===== src/rtl/hazard_ctrl_pkg.sv =====
// Shared pipeline-control definitions: FSM states, hazard priority,
// stall/flush bundle and the RUN-state evaluation used by hazard_ctrl.
package hazard_ctrl_pkg;

  typedef enum logic [1:0] {
    RUN      = 2'd0,
    MD_BUSY  = 2'd1,
    MEM_WAIT = 2'd2
  } hz_state_t;

  // Listed from highest to lowest priority.
  typedef enum logic [2:0] {
    EV_MEM_WAIT,
    EV_MD_START,
    EV_BRANCH,
    EV_LOAD_USE,
    EV_NONE
  } hz_event_t;

  typedef struct packed {
    logic stallf;
    logic stalld;
    logic stalle;
    logic stallm;
    logic flushd;
    logic flushe;
    logic flushm;
    logic flushw;
  } hz_ctl_t;

  typedef struct packed {
    hz_ctl_t   ctl;
    hz_state_t nxt;
  } hz_eval_t;

  localparam hz_ctl_t CTL_NONE = hz_ctl_t'(8'b0000_0000);
  localparam hz_ctl_t CTL_LUSE = hz_ctl_t'(8'b1100_0100);
  localparam hz_ctl_t CTL_BR   = hz_ctl_t'(8'b0000_1100);
  localparam hz_ctl_t CTL_MD   = hz_ctl_t'(8'b1110_0010);
  localparam hz_ctl_t CTL_MEM  = hz_ctl_t'(8'b1111_0001);
  localparam hz_ctl_t CTL_RST  = hz_ctl_t'(8'b0000_1111);

  function automatic hz_event_t pick_event(input logic mem_wait, input logic md_start,
                                           input logic branch, input logic luse);
    if (mem_wait)      return EV_MEM_WAIT;
    else if (md_start) return EV_MD_START;
    else if (branch)   return EV_BRANCH;
    else if (luse)     return EV_LOAD_USE;
    else               return EV_NONE;
  endfunction

  function automatic hz_eval_t run_eval(input logic mem_wait, input logic md_start,
                                        input logic branch, input logic luse);
    hz_eval_t res;
    res.ctl = CTL_NONE;
    res.nxt = RUN;
    case (pick_event(mem_wait, md_start, branch, luse))
      EV_MEM_WAIT: begin res.ctl = CTL_MEM; res.nxt = MEM_WAIT; end
      EV_MD_START: begin res.ctl = CTL_MD;  res.nxt = MD_BUSY;  end
      EV_BRANCH:   res.ctl = CTL_BR;
      EV_LOAD_USE: res.ctl = CTL_LUSE;
      default:     res.ctl = CTL_NONE;
    endcase
    return res;
  endfunction

endpackage


===== src/rtl/hazard_ctrl_cnt.sv =====
// Saturating stall-cycle counter; holds at all-ones instead of wrapping.
module hazard_cnt #(
  parameter int CNT_W = 32
) (
  input  logic             clk,
  input  logic             rst,
  input  logic             i_inc,
  output logic [CNT_W-1:0] o_cnt
);

  logic [CNT_W-1:0] r_cnt;

  // NOTE: sequential state uses non-blocking assignments so every flop
  // samples pre-edge values regardless of block ordering.
  always_ff @(posedge clk) begin
    if (rst)                        r_cnt <= '0;
    else if (i_inc && (r_cnt != '1)) r_cnt <= r_cnt + 1'b1;
  end

  assign o_cnt = r_cnt;

endmodule


===== src/rtl/hazard_ctrl.sv =====
// Pipeline hazard controller: load-use, mul/div and memory-wait stalls plus
// branch flushes, with zero-latency outputs derived from state and inputs.
module hazard_ctrl
  import hazard_ctrl_pkg::*;
#(
  parameter int CNT_W = 32
) (
  input  logic             clk,
  input  logic             rst,
  input  logic [4:0]       rs1d,
  input  logic [4:0]       rs2d,
  input  logic [4:0]       rde,
  input  logic             mem_rde,
  input  logic             branch_e,
  input  logic             md_start_e,
  input  logic             md_done,
  input  logic             dmem_req_m,
  input  logic             dmem_ready,
  output logic             stallf,
  output logic             stalld,
  output logic             stalle,
  output logic             stallm,
  output logic             flushd,
  output logic             flushe,
  output logic             flushm,
  output logic             flushw,
  output logic [CNT_W-1:0] stall_cnt
);

  hz_state_t r_state;
  hz_eval_t  w_res;
  logic      w_luse;
  logic      w_mem_wait;

  assign w_luse     = mem_rde && (rde != 5'd0) && ((rde == rs1d) || (rde == rs2d));
  assign w_mem_wait = dmem_req_m && !dmem_ready;

  // NOTE: w_res gets a full default before the case so no path leaves it
  // unassigned, which would otherwise infer a latch.
  always_comb begin
    w_res.ctl = CTL_NONE;
    w_res.nxt = RUN;
    case (r_state)
      RUN:      w_res = run_eval(w_mem_wait, md_start_e, branch_e, w_luse);
      MD_BUSY: begin
        if (md_done) begin
          w_res = run_eval(w_mem_wait, 1'b0, branch_e, w_luse);
        end else begin
          w_res.ctl = CTL_MD;
          w_res.nxt = MD_BUSY;
        end
      end
      MEM_WAIT: begin
        if (dmem_ready) begin
          w_res = run_eval(1'b0, md_start_e, branch_e, w_luse);
        end else begin
          w_res.ctl = CTL_MEM;
          w_res.nxt = MEM_WAIT;
        end
      end
      default:  w_res = run_eval(w_mem_wait, md_start_e, branch_e, w_luse);
    endcase
    // Reset bubbles every stage and aborts any pending wait.
    if (rst) begin
      w_res.ctl = CTL_RST;
      w_res.nxt = RUN;
    end
  end

  always_ff @(posedge clk) begin
    if (rst) r_state <= RUN;
    else     r_state <= w_res.nxt;
  end

  assign stallf = w_res.ctl.stallf;
  assign stalld = w_res.ctl.stalld;
  assign stalle = w_res.ctl.stalle;
  assign stallm = w_res.ctl.stallm;
  assign flushd = w_res.ctl.flushd;
  assign flushe = w_res.ctl.flushe;
  assign flushm = w_res.ctl.flushm;
  assign flushw = w_res.ctl.flushw;

  hazard_cnt #(.CNT_W(CNT_W)) u_cnt (
    .clk   (clk),
    .rst   (rst),
    .i_inc (w_res.ctl.stallf),
    .o_cnt (stall_cnt)
  );

endmodule

===== config.mk =====
export PLATFORM = sky130hd
export DESIGN_NAME = hazard_ctrl
export DESIGN_NICKNAME = d
export VERILOG_FILES = /design/src/rtl/hazard_ctrl_pkg.sv /design/src/rtl/hazard_ctrl_cnt.sv /design/src/rtl/hazard_ctrl.sv
export SDC_FILE = /design/constraint.sdc
export NUM_CORES = 1
export LEC_CHECK = 0
export CAP_MARGIN = 20
export CORE_ASPECT_RATIO = 1.25
export CORE_MARGIN = 2
export CORE_UTILIZATION = 46
export CTS_BUF_LIST = sky130_fd_sc_hd__clkbuf_2 sky130_fd_sc_hd__clkbuf_4 sky130_fd_sc_hd__clkbuf_8
export CTS_CLUSTER_SIZE = 40
export DETAILED_ROUTE_END_ITERATION = 16
export PLACE_DENSITY = 0.82
export SYNTH_ARGS = -nofsm -noshare
export SYNTH_HDL_FRONTEND = slang
export SYNTH_SLANG_ARGS = --single-unit

===== constraint.sdc =====
create_clock -name clk -period 6.8 [get_ports clk]
set_clock_uncertainty 0.2 [all_clocks]
set_input_delay 0.68 -clock clk [delete_from_list [all_inputs] [get_ports clk]]
set_output_delay 0.68 -clock clk [all_outputs]
set_load 0.01 [all_outputs]

==> flow_summary.json <==
{
  "portBuffers": 62,
  "crit_path_cell_trace": "clkdlybuf4s50_1 > or4_1 > o21ai_0 > o31a_1 > buf_4 > inv_1 > clkdlybuf4s50_1",
  "fmax_ghz": 0.247,
  "place_congestion": 0.846,
  "arrival_ns": 3.16,
  "final_util": 0.644,
  "peakVddDrop_uv": 74.5,
  "coreArea_um2": 4430,
  "wire_per_inst_um": 14.2,
  "p_leak_nw": 0.931,
  "period_share": 0.594,
  "syn_nets": 287,
  "period_needed_ns": 4.04,
  "place_area_um2": 2740,
  "dieArea_um2": 5150,
  "hold_buffers": 0,
  "cp_common_cell": "clkdlybuf4s50_1",
  "ff2ff_setup_slack_ns": 4.19,
  "synth_xor_area_frac": 0.0456,
  "setup_viol_count_final": 0,
  "cp_max_fo": 55,
  "worstMarginPinSlew_ns": 0.765,
  "grt_max_degree": 56,
  "timing.hold.ws_ns": 0.311,
  "htree_levels": 2,
  "drtIter0Drc": 205,
  "end_kind": "primary output",
  "synth-simple-area-share": 0.312,
  "relSlewSlack": 0.486,
  "initial_core_util": 0.477,
  "cts_buffers": 5,
  "most-common-layout-cells": "clkdlybuf4s50_1 (62), dfxtp_1 (34), nand2_1 (23)",
  "insertion_delay_ns": 0.29,
  "status": "completed",
  "drtAntennaViolNets": 0,
  "dr.pass1.iters": 4,
  "syn_area_per_cell_um2": 8.09,
  "fin_tns_setup_ns": 0,
  "grt_util_all_layers": 0.212,
  "rsz0062_at_grt": "false",
  "synth_fa_ha_area_frac": 0.0178,
  "fillers": 388,
  "drc": 0,
  "grt_pass1_vias": 1990,
  "wl_mm": 5.33,
  "vias_per_cell": 5.94,
  "syn_inst": 261,
  "finalPower_mw": 0.465,
  "clock_path_buffers": 2,
  "cts_tree": "done",
  "synth_compound_area_frac": 0.230,
  "synth_warnings": 0,
  "fin_nets": 343,
  "synth_area_um2": 2110,
  "cts_root_buf": "clkbuf_8",
  "dp_hpwl_mm": 3.76,
  "diodes": 0,
  "fin_area_um2": 2850,
  "cp-start-kind": "input port",
  "maxCapViolCount": 0,
  "worstPathRequired_ns": 5.92,
  "crit_type": "in -> out",
  "p_per_area_nw_per_um2": 163,
  "die_w_um": 64.6,
  "min_path_type": "reg -> reg",
  "clk_pin_slew_ns": 0.07,
  "slowest_delay_ns": 0.52,
  "grt_pass1_wl_mm": 8.74,
  "hold_viol_final": 0,
  "cts_resized": 0,
  "die_h_um": 79.8,
  "cp.buffers_inverters": 4,
  "crit_family": "buffers and inverters",
  "area_growth_pct": 35.0,
  "rows": 27,
  "mostFrequentLayoutCell": "clkdlybuf4s50_1",
  "synth_seq_cells": 34,
  "synth_edf_count": 0,
  "dr_total_vias": 2234,
  "io_pins": 63,
  "drive_gt1_frac": 0.0723,
  "seq_area_frac_synth": 0.322,
  "synth-async-reset-ratio": 0,
  "cts.sinks": 34,
  "synth_top_family_by_area": "simple AND/OR/NAND/NOR gates",
  "grt_overflow_total": 0,
  "seq_area_um2": 681,
  "cts_setup_buffers": 0,
  "antenna_found_initial": 0,
  "ys.flop_type": "dfxtp_1",
  "slew_viol_final": 0,
  "multi_input_area_um2": 1310,
  "synth_mux_area_frac": 0.0107,
  "slowest_stage": "or4_1",
  "synth_cell_type_count": 45
}
==> Yosys cell counts (3+ instances only) <==
cell type  instances  area (um2)
or4_1             18         135
inv_1              9        33.8
clkbuf_1           6        22.5
buf_4              5        37.5
nand3_1           15        75.1
nor3_1             5        25.0
o211ai_1           3        22.5
or2_2              4        25.0
o21ai_0            9        45.0
o311ai_0           7        61.3
or3_1              6        37.5
and3_1             3        18.8
xor2_1            10        87.6
nand4_1           10        62.6
nand2_1           23        86.3
dfxtp_1           34         681
nor2_1            14        52.6
a21oi_1           21         105
nor2b_1            5        31.3
o41ai_1            4        35.0
o31ai_1           16         120
ha_1               3        37.5
==> kinds of logic after synthesis <==
family / Yosys count
buffers and inverters: 25
AO/OA/AOI/OAI: 71
XOR/XNOR: 11
adder cells (fa/ha/maj): 3
AND/OR/NAND/NOR: 115
multiplexers: 2
flip-flops: 34
==> final cells by class <==
| type | instances | area share |
|---|---|---|
| flip-flops and latches | 34 | 0.239 |
| well taps | 58 | 0.0255 |
| inverters | 9 | 0.0119 |
| repair buffers | 65 | 0.226 |
| clock inverters | 1 | 0.0105 |
| multi-input cells | 202 | 0.458 |
| clock buffers | 7 | 0.0294 |
==> registers in the layout, summed over array words and instances (netlist names) <==
signal       count
u_cnt.o_cnt     32
r_state          2
==> worst paths after layout <==
kind / cells past startpoint / start / endpoint
hold reg to reg: 2 / u_cnt.o_cnt[27]$_SDFFE_PP0P_ / u_cnt.o_cnt[27]$_SDFFE_PP0P_
setup reg to reg: 8 / r_state[0]$_SDFF_PP0_ / u_cnt.o_cnt[20]$_SDFFE_PP0P_
hold / removal: 2 / u_cnt.o_cnt[27]$_SDFFE_PP0P_ / u_cnt.o_cnt[27]$_SDFFE_PP0P_
setup / recovery: 7 / rde[3] / stalld
==> worst min-delay path, cell delays in order (launching register included) <==
cell and delay, ns:
dfxtp_1 0.34, o31ai_1 0.07, a21oi_1 0.05
==> per-layer routing <==
metal | up-vias | track usage | wire, um
met4 | 0 | 0.0702 | 60
met2 | 66 | 0.383 | 2720
li1 | 1112 | - | -
met5 | - | 0 | 0
met3 | 6 | 0.0465 | 289
met1 | 1050 | 0.246 | 2260
==> where the power goes <==
group	switching, mW	leakage, nW	internal, mW
clock network	0.0726	0.0593	0.118
registers	0.00177	0.274	0.201
logic	0.0375	0.597	0.0350
==> per-stage QoR <==
stage | setup WS, ns | cells
after global placement | 2.82 | 368
after CTS | 2.76 | 376
after floorplan | 3.66 | 261
after global routing | 2.60 | 376
after detailed placement | 2.75 | 368
final | 2.76 | 376
No activity file was read; power rests on OpenSTA's default activity.
